## config.mk

```make
export PLATFORM = sky130hd
export DESIGN_NAME = norm_round_pack
export DESIGN_NICKNAME = d
export VERILOG_FILES = /design/src/rtl/norm_round_pack.sv
export SDC_FILE = /design/constraint.sdc
export NUM_CORES = 1
export LEC_CHECK = 0
export CAP_MARGIN = 20
export CORE_UTILIZATION = 35
export DETAILED_ROUTE_END_ITERATION = 7
export HOLD_SLACK_MARGIN = 0.1
export PLACE_DENSITY = 0.55
export SKIP_CTS_REPAIR_TIMING = 1
export SYNTH_ARGS = -nofsm -noshare
export SYNTH_HDL_FRONTEND = slang
export SYNTH_SLANG_ARGS = --single-unit
```

## constraint.sdc

```tcl
create_clock -name clk -period 9.7 [get_ports clk]
set_input_delay 0.97 -clock clk [delete_from_list [all_inputs] [get_ports clk]]
set_output_delay 0.97 -clock clk [all_outputs]
set_load 0.02 [all_outputs]
```

## src/rtl/norm_round_pack.sv

```systemverilog
// Two-stage normalise / round / pack for BF16, FP8 (E4M3) and INT4 sums.
// Define NORM_ROUND_RNE_EN for round-to-nearest-even; the default build truncates.
module norm_round_pack #(
  parameter int unsigned CNT_W = 16
) (
  input  logic             clk,
  input  logic             rst,
  input  logic [1:0]       mode,
  input  logic             in_valid,
  output logic             in_ready,
  input  logic             sign_in,
  input  logic [15:0]      sum_bf,
  input  logic             cout_bf,
  input  logic [7:0]       e_bfmax,
  input  logic [7:0]       s_fp,
  input  logic             c_fp,
  input  logic [3:0]       e_fpmax,
  output logic             out_valid,
  input  logic             out_ready,
  output logic [15:0]      out_data,
  output logic             out_ovf,
  output logic             out_unf,
  output logic             out_inv,
  output logic [CNT_W-1:0] sat_count
);

  localparam int unsigned BF_M_W    = 17;
  localparam int unsigned BF_L_W    = 5;
  localparam int unsigned BF_E_W    = 10;
  localparam int unsigned BF_MANT_W = 7;
  localparam int unsigned FP_M_W    = 9;
  localparam int unsigned FP_L_W    = 4;
  localparam int unsigned FP_E_W    = 6;
  localparam int unsigned FP_MANT_W = 3;

`ifdef NORM_ROUND_RNE_EN
  localparam logic RNE_EN = 1'b1;
`else
  localparam logic RNE_EN = 1'b0;
`endif

  typedef enum logic [1:0] {
    MODE_BF16 = 2'b00,
    MODE_FP8  = 2'b01,
    MODE_RSVD = 2'b10,
    MODE_INT4 = 2'b11
  } mode_e;

  typedef struct packed {
    mode_e              mode;
    logic               sign;
    logic [BF_M_W-1:0]  mag_bf;
    logic [7:0]         e_bf;
    logic [BF_L_W-1:0]  lead_bf;
    logic [FP_M_W-1:0]  mag_fp;
    logic [3:0]         e_fp;
    logic [FP_L_W-1:0]  lead_fp;
  } s1_t;

  // Position of the most significant set bit (0 when the value is zero).
  function automatic logic [BF_L_W-1:0] lead_one_bf(input logic [BF_M_W-1:0] v);
    lead_one_bf = '0;
    for (int i = 0; i < int'(BF_M_W); i++) begin
      if (v[i]) lead_one_bf = BF_L_W'(i);
    end
  endfunction

  function automatic logic [FP_L_W-1:0] lead_one_fp(input logic [FP_M_W-1:0] v);
    lead_one_fp = '0;
    for (int i = 0; i < int'(FP_M_W); i++) begin
      if (v[i]) lead_one_fp = FP_L_W'(i);
    end
  endfunction

  // Handshake: stage 2 frees when empty or draining; stage 1 frees when empty or moving on.
  logic s1_valid;
  logic s2_adv;
  logic s1_load;
  logic s2_load;

  assign s2_adv   = !out_valid || out_ready;
  assign in_ready = !s1_valid || s2_adv;
  assign s1_load  = in_valid && in_ready;
  assign s2_load  = s1_valid && s2_adv;

  s1_t s1_d;
  s1_t s1_q;

  always_comb begin
    s1_d         = '0;
    s1_d.mode    = mode_e'(mode);
    s1_d.sign    = sign_in;
    s1_d.mag_bf  = {cout_bf, sum_bf};
    s1_d.e_bf    = e_bfmax;
    s1_d.lead_bf = lead_one_bf({cout_bf, sum_bf});
    s1_d.mag_fp  = {c_fp, s_fp};
    s1_d.e_fp    = e_fpmax;
    s1_d.lead_fp = lead_one_fp({c_fp, s_fp});
  end

  always_ff @(posedge clk) begin
    if (rst) begin
      s1_valid <= 1'b0;
      s1_q     <= '0;
    end else if (in_ready) begin
      s1_valid <= in_valid;
      if (s1_load) s1_q <= s1_d;
    end
  end

  // BF16 datapath: leading one lands on bit 16 after the shift.
  logic [BF_M_W-1:0]      bf_norm;
  logic [BF_MANT_W-1:0]   bf_mant;
  logic                   bf_guard;
  logic                   bf_sticky;
  logic                   bf_inc;
  logic [BF_MANT_W:0]     bf_rnd;
  logic signed [BF_E_W-1:0] bf_exp;

  assign bf_norm   = s1_q.mag_bf << (BF_L_W'(BF_M_W - 1) - s1_q.lead_bf);
  assign bf_mant   = bf_norm[15:9];
  assign bf_guard  = bf_norm[8];
  assign bf_sticky = |bf_norm[7:0];
  assign bf_inc    = RNE_EN & bf_guard & (bf_sticky | bf_mant[0]);
  assign bf_rnd    = {1'b0, bf_mant} + (BF_MANT_W + 1)'(bf_inc);
  assign bf_exp    = BF_E_W'(s1_q.e_bf) + BF_E_W'(s1_q.lead_bf)
                   + BF_E_W'(bf_rnd[BF_MANT_W]) - BF_E_W'(14);

  // FP8 datapath: leading one lands on bit 8 after the shift.
  logic [FP_M_W-1:0]      fp_norm;
  logic [FP_MANT_W-1:0]   fp_mant;
  logic                   fp_guard;
  logic                   fp_sticky;
  logic                   fp_inc;
  logic [FP_MANT_W:0]     fp_rnd;
  logic signed [FP_E_W-1:0] fp_exp;

  assign fp_norm   = s1_q.mag_fp << (FP_L_W'(FP_M_W - 1) - s1_q.lead_fp);
  assign fp_mant   = fp_norm[7:5];
  assign fp_guard  = fp_norm[4];
  assign fp_sticky = |fp_norm[3:0];
  assign fp_inc    = RNE_EN & fp_guard & (fp_sticky | fp_mant[0]);
  assign fp_rnd    = {1'b0, fp_mant} + (FP_MANT_W + 1)'(fp_inc);
  assign fp_exp    = FP_E_W'(s1_q.e_fp) + FP_E_W'(s1_q.lead_fp)
                   + FP_E_W'(fp_rnd[FP_MANT_W]) - FP_E_W'(6);

  logic [15:0] res_data;
  logic        res_ovf;
  logic        res_unf;
  logic        res_inv;

  // Exception checks use the exponent after any rounding carry.
  always_comb begin
    res_data = '0;
    res_ovf  = 1'b0;
    res_unf  = 1'b0;
    res_inv  = 1'b0;
    case (s1_q.mode)
      MODE_BF16: begin
        if (!bf_norm[BF_M_W-1]) begin
          res_data = {s1_q.sign, 15'h0};
        end else if (bf_exp >= 10'sd255) begin
          res_data = {s1_q.sign, 8'hFF, 7'h0};
          res_ovf  = 1'b1;
        end else if (bf_exp <= 10'sd0) begin
          res_data = {s1_q.sign, 15'h0};
          res_unf  = 1'b1;
        end else begin
          res_data = {s1_q.sign, bf_exp[7:0], bf_rnd[BF_MANT_W-1:0]};
        end
      end
      MODE_FP8: begin
        if (!fp_norm[FP_M_W-1]) begin
          res_data = {8'h00, s1_q.sign, 7'h0};
        end else if ((fp_exp > 6'sd15) ||
                     ((fp_exp == 6'sd15) && (fp_rnd[FP_MANT_W-1:0] == 3'b111))) begin
          res_data = {8'h00, s1_q.sign, 4'hF, 3'b110};
          res_ovf  = 1'b1;
        end else if (fp_exp <= 6'sd0) begin
          res_data = {8'h00, s1_q.sign, 7'h0};
          res_unf  = 1'b1;
        end else begin
          res_data = {8'h00, s1_q.sign, fp_exp[3:0], fp_rnd[FP_MANT_W-1:0]};
        end
      end
      MODE_INT4: begin
        res_data = {7'h0, s1_q.mag_fp};
      end
      default: begin
        res_inv = 1'b1;
      end
    endcase
  end

  // Output stage holds while stalled.
  always_ff @(posedge clk) begin
    if (rst) begin
      out_valid <= 1'b0;
      out_data  <= '0;
      out_ovf   <= 1'b0;
      out_unf   <= 1'b0;
      out_inv   <= 1'b0;
    end else if (s2_adv) begin
      out_valid <= s1_valid;
      if (s2_load) begin
        out_data <= res_data;
        out_ovf  <= res_ovf;
        out_unf  <= res_unf;
        out_inv  <= res_inv;
      end
    end
  end

  // Saturating count of overflow results actually handed downstream.
  always_ff @(posedge clk) begin
    if (rst) begin
      sat_count <= '0;
    end else if (out_valid && out_ready && out_ovf && !(&sat_count)) begin
      sat_count <= sat_count + CNT_W'(1);
    end
  end

endmodule

```

==> results.md <==
Finish:
- The final antenna diode count is 0.
- From synthesis to final layout, the design area changed by 21.9%.
- At the end of the flow, the number of nets in the layout was approximately 820.
- In the final layout, the share of cells above drive strength 1 is 0.0547.
- Once layout is complete, the utilization of the core stands at 0.443.
- After routing the design area is about 6500 µm².
- The most common cell after layout, fill and taps aside is sky130_fd_sc_hd__nand2_1.
- Leaving out fill and tap cells, the most frequent cells in the layout are 120 x sky130_fd_sc_hd__nand2_1, 85 x sky130_fd_sc_hd__dfxtp_1, 81 x sky130_fd_sc_hd__a21oi_1, 80 x sky130_fd_sc_hd__clkdlybuf4s50_1, 55 x sky130_fd_sc_hd__nor2_1.

Placed design:
- The number of input and output port buffers inserted is ~80.
- Routability-driven placement finished with a final weighted congestion of between 0.8 and 0.9.
- The half-perimeter wire length after detailed placement is around 11 mm.
- The setup slack at placement is about 5600 ps.
- The post-detailed-placement cell area is 6250 µm².

Min path:
- The path category of the worst min-delay check is flop to flop.
- The worst hold path begins at out_data[11]$_SDFFE_PP0P_.
- The number of cells on the worst hold path is 2.
- The hold path endpoint is out_data[11]$_SDFFE_PP0P_.

STA:
- The final number of max-transition violations came to 0.
- The remaining max-slew budget at the tightest pin is 0.279.
- Setup repair after global routing left no endpoint under its margin.
- Between clock sinks in the finished design, the worst skew comes to a little under 10 ps.
- The maximum operating frequency is 241 MHz.
- The transition at the pin with the smallest max-transition slack is roughly 1100 ps.
- The total count of hold-check failures in the final report is 0.
- The post-layout worst setup margin is between 5000 and 6000 ps.
- The final sum of negative setup slack is 0 ps.
- Setup violations remaining at the end of the flow were counted as 0.
- The clock period could shrink to roughly 4100 ps.
- The final clock period utilization by the worst path is 0.427.

GRT:
- The global routing usage on met1 is 0.257.
- The layer flagged by global routing as most heavily used is met2.
- The global routing usage on met2 is 0.299.
- Entering global routing, the biggest net connects 88 pins.
- The number of global-route vias before repair is roughly 4900.
- The first global-routing pass estimated roughly 24 mm of wire.
- For met3 alone, demand over resource in global routing was 0.0445.
- The global router's overall resource usage is 0.191.
- The initial antenna violation count was 0.
- The overflow left after global routing is 0.

Detailed routing:
- After detailed routing, the number of vias per cell comes to between 5 and 6.
- After detailed routing, the average wire length per cell comes to ~15 µm.
- The detailed router placed 5048 vias in this run.
- The first routing iteration left between 300 and 400 violations.
- The total DRC errors in the routed layout is 4.
- The total routed wirelength is 14.3 mm.
- The iteration count of the initial detailed-routing pass is 7.
- Once detail routing completed, the nets flagged for antenna violations numbered 0.

Synthesis:
- For this run, the number of Yosys warnings is 0.
- For this run, the leading register cell type out of synthesis is sky130_fd_sc_hd__dfxtp_1.
- The count of distinct cell types in the synthesized netlist is 67.
- For this run, the register share of the synthesized area comes to 0.318.
- A synthesized cell averages between 7 and 8 µm².
- The number of enable flip-flop cells after synthesis is 0.
- Counting flops and latches in the post-synthesis netlist gives 85.
- The number of nets handed over by synthesis was around 760.
- The synthesized instance count is a little under 700.
- Summing every instance area after synthesis gives about 5300 µm².
- Of all flip-flops after synthesis, the portion carrying an async set or reset was 0.

Floorplan:
- The die area is between 15000 and 20000 µm².
- After floorplanning, the core was sized to cover 14700 µm².
- The I/O pin count is between 80 and 90.
- The die extent in x is between 100 and 150 µm.
- The effective utilization at floorplan is 0.364.
- The floorplan die height is approximately 130 µm.
- The floorplan has 44 rows.

Clock tree:
- The longest clock path from root to sink contains 2 buffers.
- The root buffer selected by CTS is sky130_fd_sc_hd__clkbuf_16.
- The number of clock sinks seen by CTS is 85.
- The clock slew at the register clock pins of the worst setup and hold paths is 60 ps.
- The count of H-tree levels built during CTS is 3.
- The clock reaches the later pin of the worst-skew pair after roughly 350 ps.
- The CTS tree is yes.
- Clock tree synthesis inserted a total of 9 buffers.

Critical path:
- The worst register-to-register path has a depth of 8.
- At the worst endpoint, the arrival time is 4330 ps.
- The nature of the critical path startpoint is a flop.
- The type of element capturing the critical path is a flop.
- The worst register-to-register path begins at s1_q[17]$_SDFFE_PP0P_.
- STA puts the critical path data required time at approximately 9900 ps.
- In this run the critical register-to-register path is captured at out_data[14]$_SDFFE_PP0P_.
- The register-to-register setup slack is about 5600 ps.
- The biggest fanout along the worst timing path is 21.
- The critical path in this run is classified as flop to flop.

Outcome:
- The flow ran to the end, but the final reports show violations.
- The final reports fail on DRC.

Power and ir drop:
- The peak supply drop is ~0.083 mV.
- In this run the power density over the cells is 137 nW/µm².
- Summed over all cells, the static leakage comes to 2.38 nW.

Flow run:
- The count of max-cap constraint violations is 0.
==> per-layer routing <==
metal / wire length, µm / part of all wire
met1: 7060 / 0.49
met2: 6220 / 0.44
met3: 732 / 0.051
met4: 279 / 0.020
met5: 0 / 0
==> cell usage after synthesis (all sizes together) (10+ instances only) <==
master    n  area share
inv      38       0.027
a21oi    81       0.076
nand3    21       0.020
o21ai    26       0.024
clkbuf   29       0.020
xnor2    12       0.021
nor2b    12       0.014
mux2i    19       0.036
nor3     15       0.017
a211oi   14       0.023
ha       23       0.054
xor2     12       0.020
nand2   120       0.084
nand4    10       0.012
nor2     55       0.039
dfxtp    85        0.32
==> worst max-delay path, stage by stage (launching register included) <==
cell and delay (ps):
sky130_fd_sc_hd__dfxtp_1 780, sky130_fd_sc_hd__inv_1 380, sky130_fd_sc_hd__ha_1 910, sky130_fd_sc_hd__mux2_2 430, sky130_fd_sc_hd__mux4_2 480, sky130_fd_sc_hd__a2bb2oi_1 320, sky130_fd_sc_hd__o21ai_1 330, sky130_fd_sc_hd__a32oi_1 290
sky130_fd_sc_hd__nor2_1 70
==> final cells by class <==
type	count	area [µm²]
tap	184	230
timing repair buffer	84	828
fill	1510	8190
inverter	38	143
clock inverter	4	26.3
sequential	85	1700
clock buffer	11	233
multi-input combinational	527	3350
==> how the worst max path moves through the flow <==
| stage | start | endpoint |
|---|---|---|
| global route | s1_q[17]$_SDFFE_PP0P_ | out_data[14]$_SDFFE_PP0P_ |
| detailed placement | s1_q[17]$_SDFFE_PP0P_ | out_data[14]$_SDFFE_PP0P_ |
| finish | s1_q[17]$_SDFFE_PP0P_ | out_data[14]$_SDFFE_PP0P_ |
| CTS | s1_q[17]$_SDFFE_PP0P_ | out_data[14]$_SDFFE_PP0P_ |
| global placement | s1_q[17]$_SDFFE_PP0P_ | out_data[14]$_SDFFE_PP0P_ |
| floorplan | s1_q[18]$_SDFFE_PP0P_ | out_data[8]$_SDFFE_PP0P_ |
==> power by group <==
group	total (mW)	leakage (nW)	switching, mW	internal [mW]
registers	0.378	0.694	0.0162	0.362
logic	0.198	1.56	0.113	0.0847
clock network	0.314	0.125	0.142	0.172
==> per-stage QoR <==
stage	hold WS [ps]	instances	power [mW]
2_1_floorplan	436	686	0.523
3_3_place_gp	444	918	0.583
3_5_place_dp	451	918	0.583
4_1_cts	457	933	0.900
5_1_grt	473	933	0.940
6_report	452	933	0.890
==> registers in the layout (all words and copies together), names as in the netlist <==
| name | flops |
|---|---|
| out_ovf | 1 |
| out_data | 16 |
| out_inv | 1 |
| out_unf | 1 |
| s1_valid | 1 |
| sat_count | 16 |
| s1_q | 48 |
| out_valid | 1 |
==> kinds of logic (layout without fill, tap and decap cells) <==
kind of cell,after synthesis,after routing,share of synthesized area
AO/OA/AOI/OAI,175,175,0.214
XOR/XNOR,24,24,0.0407
adder cells (fa/ha/maj),25,25,0.0613
buffers and inverters,74,137,0.0543
flip-flops,85,85,0.318
multiplexers,32,32,0.0756
AND/OR/NAND/NOR,271,271,0.235
(Power assumes the default switching activity.)
